### src/rtl/tmc_spi_sequencer.sv
// rtl/tmc_spi_sequencer.sv - host/poll transaction sequencer for the TMC 40-bit SPI master
module tmc_spi_sequencer #(
  parameter bit         POLL_EN        = 1'b1,
  parameter logic [6:0] POLL_ADDR      = 7'h6F,
  parameter int         POLL_CYCLES    = 5_000_000,
  parameter int         GAP_CYCLES     = 100,
  parameter int         TIMEOUT_CYCLES = 200_000
) (
  input  logic        clk,
  input  logic        rst_n,
  input  logic        cmd_valid,
  output logic        cmd_ready,
  input  logic        cmd_wr,
  input  logic [6:0]  cmd_addr,
  input  logic [31:0] cmd_wdata,
  output logic        rsp_valid,
  output logic [31:0] rsp_data,
  output logic [7:0]  rsp_status,
  output logic        rsp_err,
  output logic        poll_update,
  output logic [31:0] poll_data,
  output logic [7:0]  last_status,
  output logic        busy,
  output logic        spi_start,
  output logic [39:0] spi_mosi_data,
  input  logic        spi_done,
  input  logic [39:0] spi_miso_data
);
  localparam int PW = $clog2(POLL_CYCLES) + 1;
  localparam int TW = $clog2(TIMEOUT_CYCLES) + 1;
  localparam int GW = $clog2(GAP_CYCLES) + 1;
  localparam logic [PW-1:0] POLL_LAST = PW'(POLL_CYCLES - 1);
  localparam logic [TW-1:0] TMO_LAST  = TW'(TIMEOUT_CYCLES - 1);
  localparam logic [GW-1:0] GAP_LAST  = GW'(GAP_CYCLES - 1);

  typedef enum logic [2:0] {IDLE, START, WAIT, GAP, RESP} state_t;

  state_t        state, state_nxt;
  logic          out_en;
  logic          job_wr, job_poll, phase, err;
  logic [39:0]   miso_q;
  logic [TW-1:0] tmo_cnt;
  logic [GW-1:0] gap_cnt;
  logic [PW-1:0] poll_cnt;
  logic          poll_pending;
  logic          accept, take_poll, tmo_hit, gap_hit, poll_wrap;

  assign tmo_hit   = (tmo_cnt >= TMO_LAST);
  assign gap_hit   = (gap_cnt == GAP_LAST);
  assign poll_wrap = POLL_EN && (poll_cnt == POLL_LAST);

  always_ff @(posedge clk or negedge rst_n) begin
    if (!rst_n) state <= IDLE;
    else        state <= state_nxt;
  end

  always_comb begin
    state_nxt = state;
    cmd_ready = out_en && (state == IDLE);
    busy      = (state != IDLE);
    spi_start = (state == START);
    accept    = cmd_valid && cmd_ready;
    take_poll = POLL_EN && cmd_ready && poll_pending && !cmd_valid;
    unique case (state)
      IDLE:    if (accept || take_poll) state_nxt = START;
      START:   state_nxt = WAIT;
      WAIT: begin
        if (spi_done)     state_nxt = GAP;
        else if (tmo_hit) state_nxt = RESP;
      end
      GAP:     if (gap_hit) state_nxt = (!job_wr && !phase) ? START : RESP;
      RESP:    state_nxt = IDLE;
      default: state_nxt = IDLE;
    endcase
  end

  always_ff @(posedge clk or negedge rst_n) begin
    if (!rst_n) begin
      out_en        <= 1'b0;
      job_wr        <= 1'b0;
      job_poll      <= 1'b0;
      phase         <= 1'b0;
      err           <= 1'b0;
      miso_q        <= '0;
      tmo_cnt       <= '0;
      gap_cnt       <= '0;
      poll_cnt      <= '0;
      poll_pending  <= 1'b0;
      rsp_valid     <= 1'b0;
      rsp_data      <= '0;
      rsp_status    <= '0;
      rsp_err       <= 1'b0;
      poll_update   <= 1'b0;
      poll_data     <= '0;
      last_status   <= '0;
      spi_mosi_data <= '0;
    end else begin
      out_en      <= 1'b1;
      rsp_valid   <= 1'b0;
      poll_update <= 1'b0;
      if (POLL_EN) begin
        poll_cnt <= poll_wrap ? '0 : poll_cnt + PW'(1);
        // A wrap always leaves one request outstanding, even when the previous one is taken now
        if (poll_wrap)      poll_pending <= 1'b1;
        else if (take_poll) poll_pending <= 1'b0;
      end
      unique case (state)
        IDLE: begin
          if (accept || take_poll) begin
            job_wr   <= accept && cmd_wr;
            job_poll <= !accept;
            phase    <= 1'b0;
            err      <= 1'b0;
            miso_q   <= '0;
            if (accept) spi_mosi_data <= {cmd_wr, cmd_addr, cmd_wr ? cmd_wdata : 32'h0};
            else        spi_mosi_data <= {1'b0, POLL_ADDR, 32'h0};
          end
        end
        START: tmo_cnt <= TW'(1);
        WAIT: begin
          if (spi_done) begin
            miso_q      <= spi_miso_data;
            last_status <= spi_miso_data[39:32];
            gap_cnt     <= '0;
          end else if (tmo_hit) begin
            err <= 1'b1;
          end else begin
            tmo_cnt <= tmo_cnt + TW'(1);
          end
        end
        GAP: begin
          if (gap_hit) begin
            if (!job_wr) phase <= 1'b1;
          end else begin
            gap_cnt <= gap_cnt + GW'(1);
          end
        end
        RESP: begin
          if (!job_poll) begin
            rsp_valid  <= 1'b1;
            rsp_data   <= miso_q[31:0];
            rsp_status <= miso_q[39:32];
            rsp_err    <= err;
          end else if (!err) begin
            poll_update <= 1'b1;
            poll_data   <= miso_q[31:0];
          end
        end
        default: ;
      endcase
    end
  end
endmodule

### config.mk
export PLATFORM = sky130hd
export DESIGN_NAME = tmc_spi_sequencer
export DESIGN_NICKNAME = d
export VERILOG_FILES = /design/src/rtl/tmc_spi_sequencer.sv
export SDC_FILE = /design/constraint.sdc
export NUM_CORES = 1
export LEC_CHECK = 0
export ABC_AREA = 1
export ABC_CLOCK_PERIOD_IN_PS = 2000
export BUFFER_PORTS_ARGS = -buffer_cell sky130_fd_sc_hd__clkbuf_2
export CAP_MARGIN = 30
export CORE_ASPECT_RATIO = 0.75
export CORE_MARGIN = 2
export CORE_UTILIZATION = 54
export CTS_CLUSTER_DIAMETER = 120
export DETAILED_ROUTE_END_ITERATION = 8
export GPL_ROUTABILITY_DRIVEN = 0
export PLACE_DENSITY_LB_ADDON = 0.12
export SLEW_MARGIN = 20
export SYNTH_ARGS = -nofsm -noshare
export SYNTH_HDL_FRONTEND = slang
export SYNTH_SLANG_ARGS = --single-unit
### constraint.sdc
create_clock -name clk -period 2 [get_ports clk]
set_clock_uncertainty 0.1 [all_clocks]
set_input_delay 0.4 -clock clk [delete_from_list [all_inputs] [get_ports clk]]
set_output_delay 0.4 -clock clk [all_outputs]
set_load 0.01 [all_outputs]
==> out/qor.yml, run 1 <==
status: "completed"
multi_input_area_sq_um: 3140
reg2reg_from: "state[0]$_DFFE_PN0P_"
min_path_type: "in2reg"
crit_fanout: 3
finalMaxSlewViolations: 0
syn_to_final_growth_pct: 25.7
grtUsageTotal_pct: 23.5
postSynthAreaPerCell_sq_um: 9.45
synth_area_leader_cell: "dfrtp_1"
cts_buffers: 22
power.density_nw_per_um2: 1340
wire_per_inst_um: 15.3
arrival_ps: 1430
antenna_found_initial: 0
setup-tns-final_ps: 0
ys_seq_area_share_pct: 59.8
period_share_pct: 96.5
die_h_um: 118
cts_sinks: 222
power.leakage_uw: 0.00586
ys_types: 39
r2r_end: "spi_mosi_data[8]$_DFFE_PN0P_"
holdPathEnd: "last_status[1]$_DFFE_PN0P_"
die_area_sq_um: 18300
whs_path_depth: 3
max_slew_margin_pct: 55.4
synth_top_family_by_area: "simple AND/OR/NAND/NOR gates"
cap_violations: 0
path_class: "reg2out"
reg2reg_depth: 9
grt_pass1_vias: 7302
core_area_sq_um: 16800
vias_per_cell: 5.34
crit_path_start_kind: "register"
remaining_drc_errors: 0
worst_ep_required_time_ps: 1500
cts_tree: "built"
die-width_um: 155
htreeDepth: 1
grt_max_degree: 73
port-buffer-count: 209
totalWireLength_um: 22100
critPathCaptureType: "output pin"
clk_path_buf_depth: 3
drt_iter0_markers: 396
yosysWarnings: 0
tightest_slew_ps: 668
hp-start: "spi_miso_data[33]"
yosys.area_share.simple_pct: 17.9
min_period_ps: 1930
diodes: 0
dp_hpwl_um: 14900
synthMuxAreaShare_pct: 0
synth.top_cell.area_share_pct: 59.8
grt_pass1_wl_um: 35700
yosysMostFrequentCell: "dfrtp_1"
synth_flop_cell: "dfrtp_1"
firstDrtPassIters: 5
ios: 210
placed_cell_area_sq_um: 10800
timing_hold_violations_final: 0
synth_compound_area_share_pct: 12.7
grt.overflow.total: 0
rows: 41
seqCellArea_sq_um: 5560
fin_area_sq_um: 11700
fill_cells: 1333
r2r_slack_ps: 130
floorplan.initialDensity_pct: 55.2
peakVddDrop_v: 0.000849
drtAntennaViolNets: 0
synth_seq_cells: 222
synth_xor_area_share_pct: 2.64
syn_area_sq_um: 9290
drive_gt1_share_pct: 24.7
clkTransAtPathRegs_ps: 60
clk_latency_ps: 500
synthAdderAreaFrac_pct: 0.404
dpl.cell_count: 1403
synth_edf_count: 0
cts_root_buf: "clkbuf_16"
setup-violations-final: 0
synth_common_cells: "dfrtp_1 (222), nand2_1 (199), inv_1 (104)"
final_cells: 1447
nets: 1305
netlist_top_cells_area: "dfrtp_1 (60%), nand2_1 (8.0%), o21ai_0 (5.4%)"
async_reset_ff_share_pct: 100
utilization_pct: 69.3
fmax_mhz: 518
syn_inst: 983
vias: 7726
power_uw: 15600
syn_nets: 1070
-- worst max-delay path, stage by stage, from the launching register on --
cell      delay [ps]
dfrtp_1          400
nor2_2           170
nand2_4           80
nor2_4           100
clkbuf_2         180
-- cell usage in the layout, fill, tap and decap left out, types with 2 or more instances in the layout --
cell type	instances
nand4_1	14
bufinv_16	2
inv_2	3
a32o_1	32
xor2_1	24
a21oi_1	10
clkbuf_16	24
buf_6	2
clkbuf_2	208
clkbuf_1	3
o21ai_0	100
o21ai_1	30
nor3b_1	4
ha_1	2
o21a_1	2
buf_4	30
inv_1	104
o22a_1	6
o31ai_1	2
nand3_1	75
clkbuf_8	5
nand2_1	199
o211ai_1	2
buf_12	10
o22ai_1	2
dfrtp_1	222
nor2_2	2
nor2_1	63
clkinv_2	5
nand2_4	2
xnor2_1	4
nor3_1	21
-- kinds of logic (layout without fill, tap and decap cells) --
group	Yosys count	count (layout)
flops	222	222
other cells	1	1
simple gates	387	387
compound gates	191	191
buf+inv	151	400
fa+ha+maj	3	3
xor+xnor	28	28
-- how the worst max path moves through the flow --
| stage | from | endpoint | slack [ps] |
|---|---|---|---|
| 2_1_floorplan | state[1]$_DFFE_PN0P_ | miso_q[0]$_DFFE_PN0P_ | 150 |
| 3_3_place_gp | tmo_cnt[9]$_DFFE_PN0P_ | tmo_cnt[0]$_DFFE_PN0P_ | 160 |
| 3_5_place_dp | state[1]$_DFFE_PN0P_ | miso_q[22]$_DFFE_PN0P_ | 140 |
| 4_1_cts | state[1]$_DFFE_PN0P_ | spi_start | 20 |
| 5_1_grt | tmo_cnt[9]$_DFFE_PN0P_ | tmo_cnt[16]$_DFFE_PN0P_ | -1 |
| 6_report | state[0]$_DFFE_PN0P_ | cmd_ready | 70 |
-- flip-flops by register name (all words and copies together), names as in the netlist, 3 cells and up --
signal,cells
gap_cnt,8
last_status,8
miso_q,40
poll_cnt,24
poll_data,32
rsp_data,32
rsp_status,8
spi_mosi_data,40
state,3
tmo_cnt,19
-- timing repair --
item | 4_1_cts | 5_1_grt
hold buffers | 1 | 0
setup buffers | 0 | 2
gates resized for setup | 0 | 5
endpoints found under the hold margin | 48 | 0
endpoints found under the setup margin | 0 | 38
-- power breakdown --
group / internal, uW / switching (uW) / total [uW]
clock network: 2460 / 1660 / 4120
registers: 5740 / 627 / 6370
logic: 2060 / 3030 / 5090
total: 10300 / 5320 / 15600
-- routing by layer --
| layer | GRT usage (%) | up-vias | part of all wire (%) |
|---|---|---|---|
| li1 | - | 3714 | - |
| met1 | 35.1 | 3732 | 47 |
| met2 | 36.5 | 246 | 44 |
| met3 | 4.42 | 34 | 7.0 |
| met4 | 4.64 | 0 | 1.6 |
| met5 | 0 | - | 0 |
-- cell type report --
type,instances,share of cell area (%)
flip-flops and latches,222,47.6
well taps,215,2.31
inverters,108,3.47
repair buffers,254,13.4
clock buffers,30,5.40
clock inverters,8,0.869
multi-input cells,610,26.9
-- stage by stage --
step                      hold WS, ps  setup slack, ps
after floorplan                  4.41              146
after global placement            258              155
after detailed placement          261              136
after CTS                        5.72             16.9
after global routing             26.3           -0.987
final                            20.1             70.3
(Power assumes the default switching activity.)
==> run 2, diff against run 1 <==
--- a/config.mk
+++ b/config.mk
@@ -6,7 +6,7 @@
 export NUM_CORES = 1
 export LEC_CHECK = 0
 export ABC_AREA = 1
-export ABC_CLOCK_PERIOD_IN_PS = 2000
+export ABC_CLOCK_PERIOD_IN_PS = 2100
 export BUFFER_PORTS_ARGS = -buffer_cell sky130_fd_sc_hd__clkbuf_2
 export CAP_MARGIN = 30
 export CORE_ASPECT_RATIO = 0.75
@@ -16,6 +16,7 @@
 export DETAILED_ROUTE_END_ITERATION = 8
 export GPL_ROUTABILITY_DRIVEN = 0
 export PLACE_DENSITY_LB_ADDON = 0.12
+export SETUP_SLACK_MARGIN = 0.2
 export SLEW_MARGIN = 20
 export SYNTH_ARGS = -nofsm -noshare
 export SYNTH_HDL_FRONTEND = slang
==> constraint.sdc (replaced) <==
create_clock -name clk -period 2.1 [get_ports clk]
set_clock_uncertainty 0.1 [all_clocks]
set_input_delay 0.42 -clock clk [delete_from_list [all_inputs] [get_ports clk]]
set_output_delay 0.42 -clock clk [all_outputs]
set_load 0.01 [all_outputs]
==> out/qor.yml, run 2 (synthesized netlist as in run 1, its figures left out) <==
vias: 7786  # was 7726
fin_area_sq_um: 11700  # about the same
port-buffer-count: 209  # unchanged
cpMaxStageDelayCell: "dfrtp_1"  # unchanged
drtAntennaViolNets: 0  # unchanged
fmax_mhz: 517
rsz0062_at_grt: "yes"
die-width_um: 155  # unchanged
power.density_nw_per_um2: 1280  # was 1340 nW/um^2
clk_path_buf_depth: 3  # unchanged
m1WireLength_um: 10400  # about the same
arrival_ps: 1410  # was 1430 ps
p_int_uw: 9880  # was 10300 uW
crit_path_start_kind: "register"  # unchanged
period_share_pct: 92.1
cts_tree: "built"  # unchanged
setup-violations-final: 0  # unchanged
grt_max_degree: 82  # was 73
grtUsageTotal_pct: 24.8  # was 23.5%
clk_latency_ps: 510  # was 500 ps
timing_hold_violations_final: 0  # unchanged
setup-tns-final_ps: 0  # unchanged
totalWireLength_um: 22700  # was 22100 um
route.met3.wl_um: 1590  # was 1540 um
reg_top3: "miso_q: 40 flops, spi_mosi_data: 40 flops"  # unchanged
p_clk_share_pct: 26.1  # was 26.5%
min_period_ps: 1930
reg2reg_depth: 10  # was 9
layout_common_cells: "dfrtp_1 (219), clkbuf_2 (206), nand2_1 (196)"  # was dfrtp_1 (222), clkbuf_2 (208), nand2_1 (199)
wl_met2_um: 10300  # was 9820 um
rows: 41  # unchanged
dp_hpwl_um: 14500  # was 14900 um
remaining_drc_errors: 0  # unchanged
syn_to_final_growth_pct: 26.1  # was 25.7%
reg2reg_from: "state[0]$_DFFE_PN0P_"  # unchanged
worst_ep_required_time_ps: 1580  # was 1500 ps
grt_pass1_wl_um: 37300  # was 35700 um
whs_path_depth: 3  # unchanged
drt_iter0_markers: 550  # was 396
crit_fanout: 3  # unchanged
holdPathEnd: "last_status[3]$_DFFE_PN0P_"  # was last_status[1]$_DFFE_PN0P_
peakVddDrop_v: 0.000782  # was 0.000849 V
p_switching_uw: 5160  # was 5320 uW
utilization_pct: 69.6  # was 69.3%
cts_root_buf: "clkbuf_16"  # unchanged
htreeDepth: 1  # unchanged
p_sw_share_pct: 34.3  # was 34.1%
clkTransAtPathRegs_ps: 60  # about the same
diodes: 0  # unchanged
tightest_slew_ps: 685  # was 668 ps
hp-start: "spi_miso_data[35]"  # was spi_miso_data[33]
critPathCaptureType: "output pin"  # unchanged
max_slew_margin_pct: 54.4  # was 55.4%
cts_buffers: 23  # was 22
finalMaxSlewViolations: 0  # unchanged
nets: 1302  # was 1305
cap_violations: 0  # unchanged
placed_cell_area_sq_um: 10700  # was 10800 sq um
highest_layer: "met5"  # was met4
power.leakage_uw: 0.00583  # was 0.00586 uW
p_comb_share_pct: 33.5  # was 32.7%
status: "completed"  # unchanged
vias_per_cell: 5.38  # was 5.34
final_common_cell: "dfrtp_1"  # unchanged
wire_per_inst_um: 15.7  # was 15.3 um
path_class: "reg2out"  # unchanged
antenna_found_initial: 1  # was 0
core_area_sq_um: 16800  # unchanged
die_h_um: 118  # unchanged
drive_gt1_share_pct: 26.0  # was 24.7%
fill_cells: 1318  # was 1333
cpPeakStageDelay_ps: 410  # was 400 ps
cts_sinks: 222  # unchanged
firstDrtPassIters: 7  # was 5
cp_cell_sequence: "inv_1, nor3_2, buf_2"  # was nor2_2, nand2_4, nor2_4, clkbuf_2
seq_power_share_pct: 40.4  # was 40.9%
min_path_type: "in2reg"  # unchanged
floorplan.initialDensity_pct: 55.2  # unchanged
ios: 210  # unchanged
die_area_sq_um: 18300  # unchanged
r2r_slack_ps: 200  # was 130 ps
r2r_end: "miso_q[2]$_DFFE_PN0P_"  # was spi_mosi_data[8]$_DFFE_PN0P_
grt_pass1_vias: 7449  # was 7302
grt.overflow.total: 0  # unchanged
==> run 2: worst max path at each step <==
stage,startpoint,end,cells after the start
after CTS,state[0]$_DFFE_PN0P_,cmd_ready,4
final,state[0]$_DFFE_PN0P_,spi_start,3
after global placement,state[1]$_DFFE_PN0P_,miso_q[6]$_DFFE_PN0P_,10
after global routing,state[0]$_DFFE_PN0P_,spi_start,3
after detailed placement,state[1]$_DFFE_PN0P_,miso_q[3]$_DFFE_PN0P_,10
after floorplan,state[1]$_DFFE_PN0P_,miso_q[0]$_DFFE_PN0P_,9
==> run 2: repair_timing <==
action	in CTS	in global routing
resized for setup	5	36
pin swaps	3	4
hold buffers	1	0
buffers inserted	5	7
hold endpoints to repair	36	0
cloned	3	0
endpoints found under the setup margin	49	148
==> run 2: final cells by class <==
type	count	area, sq um	area share (%)
multi-input combinational	610	3210	27.4
inverter	108	408	3.48
tap	215	269	2.30
clock buffer	34	647	5.52
clock inverter	7	78.8	0.673
timing repair buffer	250	1540	13.1
sequential	222	5560	47.5
==> run 2: stage by stage <==
step | setup WS (ps) | hold slack, ps | total power [uW] | instances
floorplan | 246 | 24.4 | 8670 | 983
global placement | 184 | 222 | 10300 | 1389
detailed placement | 99.2 | 226 | 10400 | 1389
CTS | 124 | 9.44 | 15000 | 1439
global route | 86.6 | 36.9 | 15900 | 1446
finish | 167 | 23.4 | 15000 | 1446
==> run 2: power groups by stage <==
stage	clock network (uW)	registers, uW	logic [uW]
finish	3920	6080	5040
global route	4180	6220	5530
CTS	4000	6060	4950
detailed placement	0	6120	4280
global placement	0	6090	4190
floorplan	0	6420	2260
==> run 2: routing by layer <==
metal / up-vias / track usage [%]
li1: 3731 / -
met1: 3749 / 37.3
met2: 273 / 38.5
met3: 31 / 3.98
met4: 2 / 4.93
met5: - / 0
==> run 2: critical path, delay by kind of cell (launching register included) <==
| kind | cells | cell delay [ps] |
|---|---|---|
| simple gates | 1 | 220 |
| buf+inv | 2 | 280 |
| flops | 1 | 410 |
==> run 3, diff against run 2 <==
--- a/config.mk
+++ b/config.mk
@@ -9,7 +9,7 @@
 export ABC_CLOCK_PERIOD_IN_PS = 2100
 export BUFFER_PORTS_ARGS = -buffer_cell sky130_fd_sc_hd__clkbuf_2
 export CAP_MARGIN = 30
-export CORE_ASPECT_RATIO = 0.75
+export CORE_ASPECT_RATIO = 0.6
 export CORE_MARGIN = 2
 export CORE_UTILIZATION = 54
 export CTS_CLUSTER_DIAMETER = 120
==> out/qor.yml, run 3 (synthesized netlist as in run 1, its figures left out) <==
floorplan.initialDensity_pct: 54.7  # was 55.2%
max_slew_margin_pct: 54.9  # was 54.4%
status: "completed"  # unchanged
cts_buffers: 22  # was 23
reg2reg_depth: 11  # was 10
rows: 37  # was 41
grt_pass1_wl_um: 36300  # was 37300 um
grt.overflow.total: 0  # unchanged
finalMaxSlewViolations: 0  # unchanged
grtUsageTotal_pct: 24.2  # was 24.8%
grt_max_degree: 73  # was 82
critPathCaptureType: "output pin"  # unchanged
grt_pass1_vias: 7306  # was 7449
fill_cells: 1359  # was 1318
core_area_sq_um: 17000  # was 16800 sq um
peakVddDrop_v: 0.000855  # was 0.000782 V
dpl.cell_count: 1412  # was 1389
reg_top3: "miso_q: 40 flops, spi_mosi_data: 40 flops"  # unchanged
cpPeakStageDelay_ps: 420  # was 410 ps
firstDrtPassIters: 4  # was 7
arrival_ps: 1400  # was 1410 ps
antenna_found_initial: 0  # was 1
clk_path_buf_depth: 3  # unchanged
cts_sinks: 222  # unchanged
port-buffer-count: 209  # unchanged
cts_root_buf: "clkbuf_16"  # unchanged
die_area_sq_um: 18300  # about the same
clk_latency_ps: 500  # was 510 ps
r2r_slack_ps: 230  # was 200 ps
period_share_pct: 91.4  # was 92.1%
die-width_um: 173  # was 155 um
cp_top_family: "flip-flops"  # unchanged
path_class: "reg2out"  # unchanged
remaining_drc_errors: 0  # unchanged
power.leakage_uw: 0.00582  # was 0.00583 uW
cpMaxStageDelayCell: "dfrtp_1"  # unchanged
crit_fanout: 3  # unchanged
reg2reg_from: "state[0]$_DFFE_PN0P_"  # unchanged
worst_ep_required_time_ps: 1580  # about the same
drtAntennaViolNets: 0  # unchanged
drt_iter0_markers: 677  # was 550
final_cells: 1461  # was 1446
tightest_slew_ps: 676  # was 685 ps
cts_tree: "built"  # unchanged
ios: 210  # unchanged
setup-violations-final: 0  # unchanged
hp-start: "spi_miso_data[34]"  # was spi_miso_data[35]
totalWireLength_um: 22800  # was 22700 um
fmax_mhz: 521  # was 517 MHz
nets: 1299  # was 1302
crit_path_start_kind: "register"  # unchanged
wire_per_inst_um: 15.6  # was 15.7 um
utilization_pct: 68.8  # was 69.6%
crit_path_frequent_cell: "nor2_4"
holdPathEnd: "last_status[2]$_DFFE_PN0P_"  # was last_status[3]$_DFFE_PN0P_
cap_violations: 0  # unchanged
r2r_end: "miso_q[19]$_DFFE_PN0P_"  # was miso_q[2]$_DFFE_PN0P_
rsz0062_at_grt: "yes"  # unchanged
cp_num_buf_inv: 1  # was 2
power.density_nw_per_um2: 1270  # was 1280 nW/um^2
dp_hpwl_um: 15200  # was 14500 um
htreeDepth: 1  # unchanged
syn_to_final_growth_pct: 25.8  # was 26.1%
setup-tns-final_ps: 0  # unchanged
clkTransAtPathRegs_ps: 60  # about the same
min_path_type: "in2reg"  # unchanged
die_h_um: 106  # was 118 um
layout_common_cells: "dfrtp_1 (220), clkbuf_2 (206), nand2_1 (195)"  # was dfrtp_1 (219), clkbuf_2 (206), nand2_1 (196)
vias: 7733  # was 7786
cp_cell_sequence: "nor2_4, nand2_4, nor2_4, clkbuf_8"  # was inv_1, nor3_2, buf_2
timing_hold_violations_final: 0  # unchanged
whs_path_depth: 3  # unchanged
vias_per_cell: 5.29  # was 5.38
drive_gt1_share_pct: 25.7  # was 26.0%
final_common_cell: "dfrtp_1"  # unchanged
diodes: 0  # unchanged
min_period_ps: 1920  # was 1930 ps
==> run 3: cell type report <==
| type | count | area (sq um) | area share (%) |
|---|---|---|---|
| clock buffer | 31 | 636 | 5.44 |
| clock inverter | 8 | 51.3 | 0.439 |
| inverter | 108 | 405 | 3.47 |
| multi-input combinational | 610 | 3190 | 27.3 |
| sequential | 222 | 5560 | 47.6 |
| tap | 234 | 293 | 2.51 |
| timing repair buffer | 248 | 1550 | 13.3 |
==> run 3: layer usage <==
metal | global-route usage (%) | wire [um] | vias to the layer above
li1 | - | - | 3711
met3 | 5.30 | 1620 | 39
met5 | 0 | 0 | -
met1 | 36.7 | 11100 | 3721
met4 | 5.57 | 501 | 0
met2 | 35.7 | 9640 | 262
==> run 3: tightest hold or removal path: stages <==
cell,delay (ps)
clkbuf_2,70
nand2_1,50
nand2_1,60
==> run 3: worst max-delay path by stage <==
stage                    startpoint                     end  cells after the start
2_1_floorplan  state[1]$_DFFE_PN0P_   miso_q[0]$_DFFE_PN0P_                      9
3_3_place_gp   state[1]$_DFFE_PN0P_  miso_q[19]$_DFFE_PN0P_                     10
3_5_place_dp   state[1]$_DFFE_PN0P_  miso_q[20]$_DFFE_PN0P_                     10
4_1_cts        state[0]$_DFFE_PN0P_               cmd_ready                      4
5_1_grt        state[1]$_DFFE_PN0P_               spi_start                      2
6_report       state[0]$_DFFE_PN0P_               cmd_ready                      4
==> run 3: where the power goes <==
part / leakage [uW] / switching [uW] / internal [uW]
combinational: 0.00249 / 2990 / 2050
clock: 0.000345 / 1620 / 2120
sequential: 0.00299 / 593 / 5470
total: 0.00582 / 5200 / 9640
==> run 3: metrics by stage <==
stage | worst slack, ps | hold slack (ps) | instance area [sq um] | power [uW]
final | 180 | 37.5 | 11700 | 14800
after global routing | 137 | 32.1 | 11700 | 15700
after CTS | 160 | 28.1 | 11500 | 14400
after detailed placement | 199 | 240 | 10800 | 10500
after global placement | 245 | 243 | 10800 | 10400
after floorplan | 246 | 24.4 | 9290 | 8670
==> run 3: what timing repair did <==
action                                 in CTS  in global routing
pin swaps                                   1                  5
hold buffers                                1                  0
setup buffers                               1                  5
cloned                                      0                  3
resized for setup                           4                 26
endpoints found under the hold margin      40                  0
setup endpoints to repair                  21                 73
